==> src/rtl/float_result_buffer.sv <==
// Result FIFO behind float_alu: buffers {result, flags} pairs for writeback and
// keeps an accrued (sticky) exception register with an exception-pending flag.
module float_result_buffer #(
  parameter int          DEPTH    = 4,
  parameter logic [4:0]  EXC_MASK = 5'b11100
) (
  input  logic                       clk,
  input  logic                       rst_n,
  input  logic                       in_valid,
  output logic                       in_ready,
  input  logic [31:0]                in_result,
  input  logic [4:0]                 in_flags,
  output logic                       out_valid,
  input  logic                       out_ready,
  output logic [31:0]                out_result,
  output logic [4:0]                 out_flags,
  input  logic                       clear_sticky,
  output logic [4:0]                 sticky_flags,
  output logic                       exc_pending,
  output logic [$clog2(DEPTH):0]     count
);

  localparam int AW = $clog2(DEPTH);
  localparam int CW = AW + 1;

  // Handshake: a beat transfers on a rising edge where valid and ready are both
  // high; the sender holds valid and data stable until that edge. in_ready is
  // a register, so it never depends combinationally on out_ready.

  logic [36:0]   mem [DEPTH];
  logic [AW-1:0] wr_ptr;
  logic [AW-1:0] rd_ptr;
  logic [CW-1:0] count_q;
  logic [CW-1:0] count_next;
  logic          in_ready_q;
  logic [4:0]    sticky_q;
  logic [4:0]    sticky_next;
  logic          exc_q;
  logic          push;
  logic          pop;

  assign push = in_valid & in_ready_q;
  assign pop  = out_valid & out_ready;

  always_comb begin
    count_next = count_q;
    case ({push, pop})
      2'b10:   count_next = count_q + CW'(1);
      2'b01:   count_next = count_q - CW'(1);
      default: count_next = count_q;
    endcase
  end

  // Newly accepted flags survive a same-cycle clear.
  always_comb begin
    sticky_next = sticky_q;
    if (push)
      sticky_next = (clear_sticky ? 5'b00000 : sticky_q) | in_flags;
    else if (clear_sticky)
      sticky_next = 5'b00000;
  end

  always_ff @(posedge clk or negedge rst_n) begin
    if (!rst_n) begin
      wr_ptr     <= '0;
      rd_ptr     <= '0;
      count_q    <= '0;
      in_ready_q <= 1'b0;
      sticky_q   <= '0;
      exc_q      <= 1'b0;
    end else begin
      if (push) wr_ptr <= wr_ptr + AW'(1);
      if (pop)  rd_ptr <= rd_ptr + AW'(1);
      count_q    <= count_next;
      in_ready_q <= (count_next < CW'(DEPTH));
      sticky_q   <= sticky_next;
      exc_q      <= |(sticky_next & EXC_MASK);
    end
  end

  // Storage is deliberately unreset; out_* are only meaningful with out_valid.
  always_ff @(posedge clk) begin
    if (push) mem[wr_ptr] <= {in_result, in_flags};
  end

  assign out_valid    = (count_q != '0);
  assign out_result   = mem[rd_ptr][36:5];
  assign out_flags    = mem[rd_ptr][4:0];
  assign in_ready     = in_ready_q;
  assign sticky_flags = sticky_q;
  assign exc_pending  = exc_q;
  assign count        = count_q;

endmodule

==> config.mk <==
export PLATFORM = sky130hd
export DESIGN_NAME = float_result_buffer
export DESIGN_NICKNAME = d
export VERILOG_FILES = /design/src/rtl/float_result_buffer.sv
export SDC_FILE = /design/constraint.sdc
export NUM_CORES = 1
export LEC_CHECK = 0
export ABC_AREA = 1
export CAP_MARGIN = 0
export CORE_AREA = 2 2 128 130
export CTS_BUF_LIST = sky130_fd_sc_hd__clkbuf_2
export DETAILED_ROUTE_END_ITERATION = 6
export DIE_AREA = 0 0 130 132
export PLACE_DENSITY = 0.61
export SLEW_MARGIN = 25
export SYNTH_ARGS = -nofsm -noshare
export SYNTH_HDL_FRONTEND = slang
export SYNTH_SLANG_ARGS = --single-unit
export TNS_END_PERCENT = 50
==> constraint.sdc <==
create_clock -name clk -period 2.65 [get_ports clk]
set_input_delay 0.53 -clock clk [delete_from_list [all_inputs] [get_ports clk]]
set_output_delay 0.53 -clock clk [all_outputs]
set_load 0.02 [all_outputs]
==> run summary <==
### CTS
- **number of CTS-inserted buffers** 17
- **CTS hold repair buffers** 0
- **clock tree buffer depth** 2
- **library cell used as clock root buffer** sky130_fd_sc_hd__clkbuf_2
- **post-CTS clock slew at the launch and capture registers of the worst setup and hold paths** 210 ps
- **Sinks on Clock Net** 162
- **source-to-sink clock delay at the later pin of the worst-skew pair** 660 ps
- **CTS H-tree depth** 4
- **TritonCTS clock tree** yes

### Yosys
- **total standard cell area after synthesis** 0.00632 mm²
- **cell types with the highest counts after synthesis** sky130_fd_sc_hd__edfxtp_1, sky130_fd_sc_hd__nor2_1, sky130_fd_sc_hd__o21ai_1, sky130_fd_sc_hd__o21ai_0, sky130_fd_sc_hd__nand2_1
- **dominant synthesized flop cell** sky130_fd_sc_hd__edfxtp_1
- **Synth top area share** 70.4%
- **Post-Synthesis Cells** 478
- **number of flops mapped to enable cells by yosys** 148
- **synthesized area per cell** 13.2 µm²
- **portion of the post-synthesis area used by sequential elements** 75.9%
- **top cells by area, synth** sky130_fd_sc_hd__edfxtp_1, sky130_fd_sc_hd__nor2_1, sky130_fd_sc_hd__o21ai_1
- **Yosys cell types** 26
- **biggest area consumer among synthesized cells** sky130_fd_sc_hd__edfxtp_1
- **count leader, synth** sky130_fd_sc_hd__edfxtp_1
- **proportion of register bits with asynchronous set or reset after synthesis** 8.64%
- **total of warnings raised by yosys** 0
- **number of nets produced by synthesis** 526
- **synthesis-stage register bit count** 162

### Final layout
- **area used by sequential logic in the layout** 0.00480 mm²
- **area occupied by multi-input gates** 0.00128 mm²
- **fillcell total** 1386
- **Layout Cells excl Fill** 811
- **total number of nets in the final design** 630
- **fraction of final layout cells sized beyond drive strength 1** 17.0%
- **area added between synthesis and finish** 22.7%
- **ANT cells** 0

### Detailed routing
- **via count normalized by instance count** 4.78
- **count of TritonRoute iterations in the first routing pass** 4
- **total number of vias** 3876
- **drt initial violations** 280
- **remaining antenna violation count** 0
- **routed wire length** 12.7 mm
- **count of unresolved DRC violations after routing** 0
- **average wire per cell in the routed design** 15.7 µm

### STA
- **number of slew-limit violations in the final report** 0
- **final worst hold slack** 252 ps
- **number of hold violations in the final report** 0
- **RSZ-0062 raised after global routing** yes
- **final critical path time including I/O delays and setup** 2520 ps
- **slew at the pin closest to its max-slew limit** 675 ps
- **maximum clock rate** 0.396 GHz
- **worst clock skew** 37.0 ps
- **share of the clock period used by the worst path after layout** 95.2%
- **Finish-stage setup viols** 0
- **max_slew headroom** 54.9%

### Critical path
- **data required time of the worst path** 2120 ps
- **endpoint type of the worst setup path** output pin
- **arrival time worst endpoint** 1990 ps
- **biggest fanout along the worst timing path** 20
- **kind of launch point of the worst setup path** flip-flop
- **timing startpoint of the critical path** rd_ptr[0]
- **critical register-to-register path startpoint** count[0]
- **WS Path Type** reg -> out

### Place
- **quantity of I/O buffers inserted on ports** 89
- **final weighted congestion in routability-driven placement** 0.713
- **DP HPWL** 7.60 mm
- **Placed Instances** 775

### Die
- **Starting Density** 40.2%
- **I/O pins** 90
- **overall die width** 130 µm
- **die outline area** 0.0172 mm²
- **standard-cell rows** 46
- **die span in y** 132 µm
- **area inside the core boundary** 0.0157 mm²

### Global route
- **number of antenna violations at the first check in global routing** 0
- **wire length of the first global-routing pass** 20.1 mm
- **GRT Overall Usage** 15.5%
- **maximum number of pins on one net before global-route repair** 38
- **global route overflow** 0
- **number of global-route vias before repair** 3894

### Power and ir drop
- **power density relative to cell area** 1110 mW/mm²
- **reported leakage power** 2.78 nW
- **Max rail drop VDD** 0.549 mV

### Flow run
- **max-cap check violation count** 0

### Status
- **result of the run** completed

### Hold path
- **worst min-delay path category** in -> async

==> layout by cell type (no fill, tap or decap), drive strengths merged, types with 3 or more instances in the layout <==
| cell type | count |
|---|---|
| ha | 5 |
| edfxtp | 148 |
| nand3 | 8 |
| nor2 | 117 |
| nand2 | 22 |
| dfrtp | 14 |
| clkinv | 4 |
| clkinvlp | 3 |
| clkbuf | 27 |
| buf | 49 |
| bufinv | 4 |
| o21ai | 112 |
| clkdlybuf4s50 | 51 |
| inv | 22 |
==> layout make-up <==
class | instances | area share [%]
Timing Repair Buffer | 109 | 13.4
Timing Repair inverter | 1 | 0.0807
Multi-Input combinational cell | 270 | 16.5
Inverter | 21 | 1.15
Sequential cell | 162 | 61.9
Clock inverter | 11 | 2.13
Tap cell | 216 | 3.49
Clock buffer | 21 | 1.36
==> metal layers <==
layer  vias to the layer above  wire length [µm]  GRT usage, %
li1                       1899                 -             -
met1                      1878              5610          19.9
met2                        90              6270          25.9
met3                         9               715          4.22
met4                         0               120          4.12
met5                         -                 0             0
==> path summary, 6_finish.rpt <==
check                                       end  slack [ps]  cells after the start
worst max-delay path               out_flags[1]         130                      7
worst min-delay path            sticky_flags[3]         250                      1
worst max register to register         in_ready         660                     12
worst min register to register  sticky_flags[1]         530                      2
max in group asynchronous             rd_ptr[0]        1910                      1
min in group clk                     mem[3][25]         470                      1
==> critical path: stages (launching register included) <==
cell	delay (ps)
sky130_fd_sc_hd__dfrtp_2	480
sky130_fd_sc_hd__buf_6	170
sky130_fd_sc_hd__buf_16	170
sky130_fd_sc_hd__nor2_1	60
sky130_fd_sc_hd__nor2_1	80
sky130_fd_sc_hd__o21ai_0	90
sky130_fd_sc_hd__o21ai_1	130
sky130_fd_sc_hd__buf_4	180
==> repair_timing <==
action | 4_1_cts | 5_1_grt
setup buffers | 2 | 0
resized for setup | 129 | 55
endpoints found under the setup margin | 38 | 36
cloned | 2 | 0
==> kinds of logic (layout without fill, tap and decap cells) <==
kind of cell             count (synthesis)  after routing  synth area share (%)
adder cells (fa/ha/maj)                  6              6                  1.31
AND/OR/NAND/NOR                        148            148                  9.07
AO/OA/AOI/OAI                          114            114                  9.05
XOR/XNOR                                 2              2                 0.277
buffers and inverters                   46            163                  4.40
flip-flops                             162            162                  75.9
==> registers in the layout, indices dropped and copies added, names as in the netlist, named ones only <==
name          flops
exc_pending       1
rd_ptr            2
sticky_flags      5
in_ready          1
count             2
mem             148
wr_ptr            2
==> power by group <==
part           switching [W]  internal, W
clock network       0.000785     0.000629
registers           0.000160      0.00327
logic                0.00234      0.00142
==> stage by stage <==
| step | area [µm²] | setup slack [ps] | total power [W] | TNS [ps] | utilization [%] |
|---|---|---|---|---|---|
| 2_1_floorplan | 6320 | -49.7 | 0.00577 | -7350 | - |
| 3_3_place_gp | 7500 | 282 | 0.00726 | 0 | 47.7 |
| 4_1_cts | 7760 | -19.5 | 0.00863 | -19.5 | 49.4 |
| 3_5_place_dp | 7500 | 276 | 0.00733 | 0 | 47.7 |
| 6_report | 7750 | 126 | 0.00860 | 0 | 49.3 |
| 5_1_grt | 7750 | -88.6 | 0.00915 | -726 | 49.3 |
No activity file was read; power rests on OpenSTA's default activity.
